## src/rtl/id_ex_reg_pkg.sv

```systemverilog
// Shared definitions for the ID/EX pipeline register.
// Control bundle layout (MSB..LSB):
// {RegWrite, MemRead, MemWrite, MemToReg, ALUSrc, RegDst[1:0], Branch, ALUOp[3:0]}.
// An all-zero bundle is a NOP: no register write, no memory access, no branch.
package id_ex_reg_pkg;

  localparam int unsigned IdExDw     = 32;
  localparam int unsigned IdExAw     = 5;
  localparam int unsigned IdExCtrlW  = 12;
  localparam int unsigned IdExShamtW = 5;

  // What the register does on a given clock edge.
  typedef enum logic [1:0] {
    OpLoad  = 2'd0,
    OpHold  = 2'd1,
    OpFlush = 2'd2
  } pipe_op_e;

  // Flush beats stall, stall beats a normal load.
  function automatic pipe_op_e pipe_op(input logic flush, input logic stall);
    pipe_op_e op;
    if (flush) begin
      op = OpFlush;
    end else if (stall) begin
      op = OpHold;
    end else begin
      op = OpLoad;
    end
    return op;
  endfunction

endpackage

```

## src/rtl/id_ex_bypass.sv

```systemverilog
// Same-cycle WB->ID bypass for one register-file read port.
// Register 0 is hard-wired to zero, so a WB write to it is never forwarded.
module id_ex_bypass
  import id_ex_reg_pkg::*;
#(
  parameter int unsigned DW = IdExDw,
  parameter int unsigned AW = IdExAw
) (
  input  logic [AW-1:0] idx,
  input  logic [DW-1:0] rf_data,
  input  logic          wb_we,
  input  logic [AW-1:0] wb_addr,
  input  logic [DW-1:0] wb_data,
  output logic [DW-1:0] data
);

  // Select WB data when the write in flight targets the register being read.
  always_comb begin
    data = rf_data;
    if (wb_we && (wb_addr != '0) && (wb_addr == idx)) begin
      data = wb_data;
    end
  end

endmodule

```

## src/rtl/id_ex_reg.sv

```systemverilog
// ID/EX pipeline register with hold (stall), bubble insertion (flush / invalid ID)
// and a WB->ID bypass on the operand fields.
// Optional: define ID_EX_PERF_CNT_EN to add the perf_bubbles / perf_stalls counters.
module id_ex_reg
  import id_ex_reg_pkg::*;
#(
  parameter int unsigned DW    = IdExDw,
  parameter int unsigned AW    = IdExAw,
  parameter int unsigned CTRLW = IdExCtrlW
) (
  input  logic                  clk,
  input  logic                  rst,
  input  logic                  id_valid,
  input  logic [DW-1:0]         id_pc4,
  input  logic [DW-1:0]         id_rs_data,
  input  logic [DW-1:0]         id_rt_data,
  input  logic [DW-1:0]         id_imm_ext,
  input  logic [AW-1:0]         id_rs,
  input  logic [AW-1:0]         id_rt,
  input  logic [AW-1:0]         id_rd,
  input  logic [IdExShamtW-1:0] id_shamt,
  input  logic [CTRLW-1:0]      id_ctrl,
  input  logic                  stall,
  input  logic                  flush,
  input  logic                  wb_we,
  input  logic [AW-1:0]         wb_addr,
  input  logic [DW-1:0]         wb_data,
  output logic                  ex_valid,
  output logic [DW-1:0]         ex_pc4,
  output logic [DW-1:0]         ex_rs_data,
  output logic [DW-1:0]         ex_rt_data,
  output logic [DW-1:0]         ex_imm_ext,
  output logic [AW-1:0]         ex_rs,
  output logic [AW-1:0]         ex_rt,
  output logic [AW-1:0]         ex_rd,
  output logic [IdExShamtW-1:0] ex_shamt,
  output logic [CTRLW-1:0]      ex_ctrl
`ifdef ID_EX_PERF_CNT_EN
  ,
  output logic [31:0]           perf_bubbles,
  output logic [31:0]           perf_stalls
`endif
);

  logic [DW-1:0] rs_fwd;
  logic [DW-1:0] rt_fwd;
  pipe_op_e      op;

  id_ex_bypass #(
    .DW(DW),
    .AW(AW)
  ) u_bypass_rs (
    .idx    (id_rs),
    .rf_data(id_rs_data),
    .wb_we  (wb_we),
    .wb_addr(wb_addr),
    .wb_data(wb_data),
    .data   (rs_fwd)
  );

  id_ex_bypass #(
    .DW(DW),
    .AW(AW)
  ) u_bypass_rt (
    .idx    (id_rt),
    .rf_data(id_rt_data),
    .wb_we  (wb_we),
    .wb_addr(wb_addr),
    .wb_data(wb_data),
    .data   (rt_fwd)
  );

  assign op = pipe_op(flush, stall);

  // Pipeline register update: flush > stall > load; counters track bubbles and stalls.
  always_ff @(posedge clk or posedge rst) begin
    if (rst) begin
      ex_valid   <= 1'b0;
      ex_pc4     <= '0;
      ex_rs_data <= '0;
      ex_rt_data <= '0;
      ex_imm_ext <= '0;
      ex_rs      <= '0;
      ex_rt      <= '0;
      ex_rd      <= '0;
      ex_shamt   <= '0;
      ex_ctrl    <= '0;
`ifdef ID_EX_PERF_CNT_EN
      perf_bubbles <= '0;
      perf_stalls  <= '0;
`endif
    end else begin
      case (op)
        OpFlush: begin
          ex_valid   <= 1'b0;
          ex_pc4     <= '0;
          ex_rs_data <= '0;
          ex_rt_data <= '0;
          ex_imm_ext <= '0;
          ex_rs      <= '0;
          ex_rt      <= '0;
          ex_rd      <= '0;
          ex_shamt   <= '0;
          ex_ctrl    <= '0;
`ifdef ID_EX_PERF_CNT_EN
          perf_bubbles <= perf_bubbles + 32'd1;
`endif
        end
        OpHold: begin
          // Everything holds; a WB write during the stall is picked up by forwarding in EX.
`ifdef ID_EX_PERF_CNT_EN
          perf_stalls <= perf_stalls + 32'd1;
`endif
        end
        default: begin
          ex_valid   <= id_valid;
          ex_pc4     <= id_pc4;
          ex_rs_data <= rs_fwd;
          ex_rt_data <= rt_fwd;
          ex_imm_ext <= id_imm_ext;
          ex_rs      <= id_rs;
          ex_rt      <= id_rt;
          ex_rd      <= id_rd;
          ex_shamt   <= id_shamt;
          // Mask control so EX can use ex_ctrl without qualifying by ex_valid.
          ex_ctrl    <= id_valid ? id_ctrl : '0;
`ifdef ID_EX_PERF_CNT_EN
          if (!id_valid) begin
            perf_bubbles <= perf_bubbles + 32'd1;
          end
`endif
        end
      endcase
    end
  end

endmodule
```

## config.mk

```make
export PLATFORM = sky130hd
export DESIGN_NAME = id_ex_reg
export DESIGN_NICKNAME = d
export VERILOG_FILES = /design/src/rtl/id_ex_reg_pkg.sv /design/src/rtl/id_ex_bypass.sv /design/src/rtl/id_ex_reg.sv
export SDC_FILE = /design/constraint.sdc
export NUM_CORES = 1
export LEC_CHECK = 0
export BUFFER_PORTS_ARGS = -buffer_cell sky130_fd_sc_hd__buf_2
export CAP_MARGIN = 5
export CORE_AREA = 2 2 141 143
export CTS_BUF_LIST = sky130_fd_sc_hd__clkbuf_8
export DETAILED_ROUTE_END_ITERATION = 8
export DIE_AREA = 0 0 143 145
export PLACE_DENSITY = 0.71
export REMOVE_ABC_BUFFERS = 1
export SLEW_MARGIN = 10
export SYNTH_ARGS = -nofsm -noshare
export SYNTH_HDL_FRONTEND = slang
export SYNTH_SLANG_ARGS = --single-unit
```

## constraint.sdc

```tcl
create_clock -name clk -period 6.6 [get_ports clk]
set_clock_uncertainty 0.05 [all_clocks]
set_input_delay 0.99 -clock clk [delete_from_list [all_inputs] [get_ports clk]]
set_output_delay 0.99 -clock clk [all_outputs]
set_load 0.005 [all_outputs]
```

---- Word level (Yosys, flattened, before mapping) ----
Cells that the tools add are included.
word-level totals
  register bits ........................... 161
  input port bits ......................... 203
  output and inout port bits .............. 161
  word-level logic and storage cells ...... 33
operators by class
  equal/unequal tests ..................... 4
  mux-type cells .......................... 15
  reductions and logical operators ........ 4
operators by type and width
  cell                number
  $pmux 32 s2         4
  $mux 32             2
  $pmux 5 s2          4
  $pmux 12 s2         1
  $mux 12             1
  $eq 5x5->1          2
  $reduce_bool 5->1   1
  $logic_and 1x1->1   3
  $eq 2x1->1 const B  1
  $eq 2x2->1 const B  1
  $mux 2              1
  $pmux 1 s2          1
  $mux 1              1

---- Logic depth before layout (Yosys ltp) ----
  word-level depth ........................ 5
  depth in mapped cells ................... 6
  depth with buffers taken out ............ 4

---- By module ----
From an unflattened synthesis, not the netlist that was laid out.
unflattened totals
  cell total of the unflattened synthesis .. 601
  area, all modules ....................... 7,763.7 um^2
by module, submodules not included
  module        times used  cells each  area an instance (um^2)  sequential area each (um^2)
  id_ex_reg     1           511         6,575.1                  4,028.9
  id_ex_bypass  2           45          594.3                    0.0

---- Worst setup path before layout ----
No wires, ideal clock.
  path type ............................... input to register
  start point ............................. input wb_addr[1]
  end point ............................... register ex_rs_data[10]
  library setup time ...................... 126 ps
  data arrival time ....................... 2,169 ps
  path slack .............................. 4,255 ps
  stages on the path ...................... 6
  path buffers ............................ 2
  path through ............................ or4_1 -> o21ai_2 -> buf_4 -> buf_4 -> o31ai_1 -> o311a_1
on the way
  longest elaborated chain between the ends .. 5
  elaborated cells between the ends (all ways) .. 6
RTL lines
  element                line                source
  from (decl)            id_ex_reg.sv:26     input logic [AW-1:0] wb_addr,
  $reduce_bool 5->1      id_ex_bypass.sv:20  if (wb_we && (wb_addr != '0) && (wb_addr == idx)) begin
  $logic_and 1x1->1      id_ex_bypass.sv:20
  $logic_and 1x1->1 (*)  id_ex_bypass.sv:20
  $mux 32 (*)            id_ex_bypass.sv:20
  $pmux 32 s2 (*)        id_ex_reg.sv:93     case (op)
  to (signal assigned)   id_ex_reg.sv:118    ex_rs_data <= rs_fwd;
  to (decl)              id_ex_reg.sv:30     output logic [DW-1:0] ex_rs_data,
Every way passes the cells marked *; elsewhere a longest branch is shown, timed or not.
A chain may end at the register's enable or synchronous reset.

---- Worst setup path after layout ----
  start point ............................. input wb_addr[0]
  end point ............................... register ex_rt_data[11]
on the way
  longest elaborated chain between the ends .. 5
  elaborated cells between the ends (all ways) .. 6
RTL lines
  element                line                source
  $reduce_bool 5->1      id_ex_bypass.sv:20
  $logic_and 1x1->1      id_ex_bypass.sv:20
  $logic_and 1x1->1 (*)  id_ex_bypass.sv:20
  $mux 32 (*)            id_ex_bypass.sv:20
  $pmux 32 s2 (*)        id_ex_reg.sv:93
  to (signal assigned)   id_ex_reg.sv:119    ex_rt_data <= rt_fwd;
  to (decl)              id_ex_reg.sv:31     output logic [DW-1:0] ex_rt_data,
Marks and branches as above.

==> impl_metrics.tcl <==
set metrics [dict create \
    run_status "finished, final reports clean" \
    max_freq_mhz 309 \
    vias_in_the_first_global_route 6866 \
    count_of_buffers_from_port_buffering 363 \
    start_util 0.406 \
    hold_viol_final 0 \
    postCtsHoldBufs 0 \
    route.vias.total 6929 \
    ys_async_sr_fraction 1.00 \
    maxCapViolCount 0 \
    timing.rr.start "ex_rs_data[23]$_DFFE_PP0P_" \
    final_cell_area_excluding_filler_cells_mm2 0.0100 \
    finalSetupViolations 0 \
    swShare 0.299 \
    clock-sinks 161 \
    r2r_slack_ns 5.75 \
    synth.yosys.warnings 0 \
    largest_cells_by_area_after_synthesis "dfrtp_1 52%, mux2i_1 11%, o311a_1 8.2%" \
    clk-insertion-delay-late_ns 0.45 \
    post_synth_instance_area_mm2 0.00780 \
    destination_of_the_worst_hold_path "ex_imm_ext[13]$_DFFE_PP0P_" \
    cts_buffers 17 \
    grt_antenna_before_repair 2 \
    worst_pin_slew_ns 0.937 \
    worst_setup_hold_path_clk_slew_ns 0.09 \
    row_count 51 \
    core_region_area_mm2 0.0192 \
    reg2reg_path_depth 3 \
    layout_worst_path_cycle_share 0.490 \
    dieArea_mm2 0.0207 \
    routedWlPerCell_um 17.1 \
    ctsLongestPathBuffers 2 \
    synth_top_area_share 0.517 \
    min_period_ns 3.24 \
    power.sequential.fraction 0.483 \
    irDropWorstVdd_v 0.000155 \
    drive_above_1_share 0.372 \
    timing.critical_path.arrival_ns 3.52 \
    synthesis.area_per_instance_um2 10.1 \
    end_kind "register" \
    hold_depth 2 \
    critical_path.startpoint_type "input port" \
    p_sw_uw 665 \
    share_of_synthesized_area_occupied_by_flip_flops_and_latches 0.517 \
    antenna_violating_nets_post_route 0 \
    internal_power_uw 1560 \
    cts_root_cell "clkbuf_8" \
    power.combinational.fraction 0.172 \
    syn_inst 773 \
    dominantRegCellSynth "dfrtp_1" \
    dr.first_iter.drc_count 421 \
    cts.htree.levels 4 \
    area_added_between_synthesis_and_finish_pct 28.8 \
    place_congestion 0.768 \
    worst_hold_path_type "register to register" \
    chipWidth_um 143 \
    pin_count_of_the_biggest_net_entering_global_routing 113 \
    timing.max_slew.rel_slack 0.376 \
    drt-pass1-iter-count 5 \
    share_clk_of_total_power 0.345 \
    drc 0 \
    r2r_end "ex_rs_data[23]$_DFFE_PP0P_" \
    grt_first_pass_wirelength_mm 36.2 \
    post_cts_resize_count 0 \
    yosys_register_bits 161 \
    post_cts.repair.setup_buffers 0 \
    nets 1285 \
    leakage_power_summed_over_all_cells_uw 0.00532 \
    viasPerCell 5.09 \
    dp_hpwl_mm 15.3 \
    totalWireLength_mm 23.2 \
    worstPathRequired_ns 6.88 \
    synth_top_cell_by_area "dfrtp_1" \
    final_core_util 0.523 \
    sum_neg_setup_slack_ns 0 \
    groute.usage.overall 0.220 \
    globalRoute.totalOverflow 0 \
    power.density_mw_per_mm2 221 \
    top_level_ports 364 \
    critical_path_class "input port to register" \
    yosys.cell_types.count 20 \
    dp_area_mm2 0.00964 \
    totalPowerFinal_uw 2220 \
    critical_path_peak_fanout 33 \
    report.final.slew_viol_count 0 \
    synth_enable_flop_cells 0 \
    hold_wc_startpoint "ex_imm_ext[13]$_DFFE_PP0P_" \
    cts_tree "yes" \
    grt_setup_unrepaired "false" \
    die_height_um 145 \
    ys_top_cells_by_count "161 x dfrtp_1, 161 x nor2_1, 84 x mux2i_1" \
]
==> how the worst max path moves through the flow <==
| stage | to | startpoint | cells past startpoint | slack (ns) |
|---|---|---|---|---|
| after floorplan | ex_ctrl[0]$_DFFE_PP0P_ | rst | 1 | 1.21 |
| after global placement | ex_rt_data[28]$_DFFE_PP0P_ | wb_addr[0] | 5 | 2.89 |
| after detailed placement | ex_rs_data[7]$_DFFE_PP0P_ | wb_addr[4] | 5 | 2.88 |
| after CTS | ex_rs_data[7]$_DFFE_PP0P_ | wb_addr[4] | 5 | 3.38 |
| after global routing | ex_rs_data[10]$_DFFE_PP0P_ | wb_addr[4] | 5 | 3.26 |
| final | ex_rt_data[11]$_DFFE_PP0P_ | wb_addr[0] | 5 | 3.36 |
==> power by group through the flow <==
stage / sequential (uW) / clock (uW) / combinational (uW)
3_5_place_dp: 1090 / 0 / 387
4_1_cts: 1070 / 785 / 388
3_3_place_gp: 1090 / 0 / 383
2_1_floorplan: 1100 / 0 / 156
5_1_grt: 1080 / 828 / 426
6_report: 1070 / 766 / 383
==> registers in the layout, summed over array words and instances, names as in the netlist <==
| signal | cells |
|---|---|
| ex_imm_ext | 32 |
| ex_pc4 | 32 |
| ex_rs_data | 32 |
| ex_rt_data | 32 |
| ex_ctrl | 12 |
| ex_rd | 5 |
| ex_rs | 5 |
| ex_rt | 5 |
| ex_shamt | 5 |
| ex_valid | 1 |
==> final cells by class <==
cell class,instances,area [um^2]
sequential,161,4030
clock buffer,17,234
fill,1831,9170
multi-input combinational,469,3150
timing repair buffer,368,1880
tap,265,332
clock inverter,14,169
inverter,65,249
antenna,1,2.50
==> per-stage QoR <==
stage	hold WS (ns)	std cells	worst slack [ns]
floorplan	0.460	695	1.21
global placement	0.448	1328	2.89
detailed placement	0.457	1328	2.88
CTS	0.482	1359	3.38
global route	0.501	1360	3.26
finish	0.475	1360	3.36
==> worst max-delay path, cell delays in order <==
cell and delay [ns]:
buf_2 0.13, xnor2_1 0.19, nand3_2 0.67, or3_2 1.08, o311a_1 0.43
==> per-layer routing <==
layer | global-route usage | vias to the layer above | part of all wire
met5 | 0 | - | 0.00056
met4 | 0.0936 | 2 | 0.028
met3 | 0.0574 | 50 | 0.072
met2 | 0.354 | 269 | 0.49
met1 | 0.280 | 3269 | 0.41
li1 | - | 3339 | -
==> cell usage in the layout, fill, tap and decap left out, drive strengths merged, types with 2 or more instances in the layout <==
cell | Yosys | final
buf | 26 | 368
nor2 | 161 | 161
dfrtp | 161 | 161
mux2i | 84 | 84
inv | 65 | 73
a21oi | 65 | 65
o31ai | 64 | 64
o311a | 64 | 64
clkbuf | 52 | 17
a22oi | 12 | 12
xnor2 | 10 | 10
nand2 | 2 | 2
nand3 | 2 | 2
or3 | 2 | 2
bufinv | 0 | 2
clkinvlp | 0 | 2
clkinv | 0 | 2
==> cell families after synthesis <==
| group | count (synthesis) | synth area share |
|---|---|---|
| mux | 84 | 0.108 |
| compound gates | 206 | 0.198 |
| simple gates | 169 | 0.0838 |
| buf+inv | 143 | 0.0822 |
| flops | 161 | 0.517 |
| xor+xnor | 10 | 0.0112 |
Note: power is estimated with default switching activity, not from simulation.
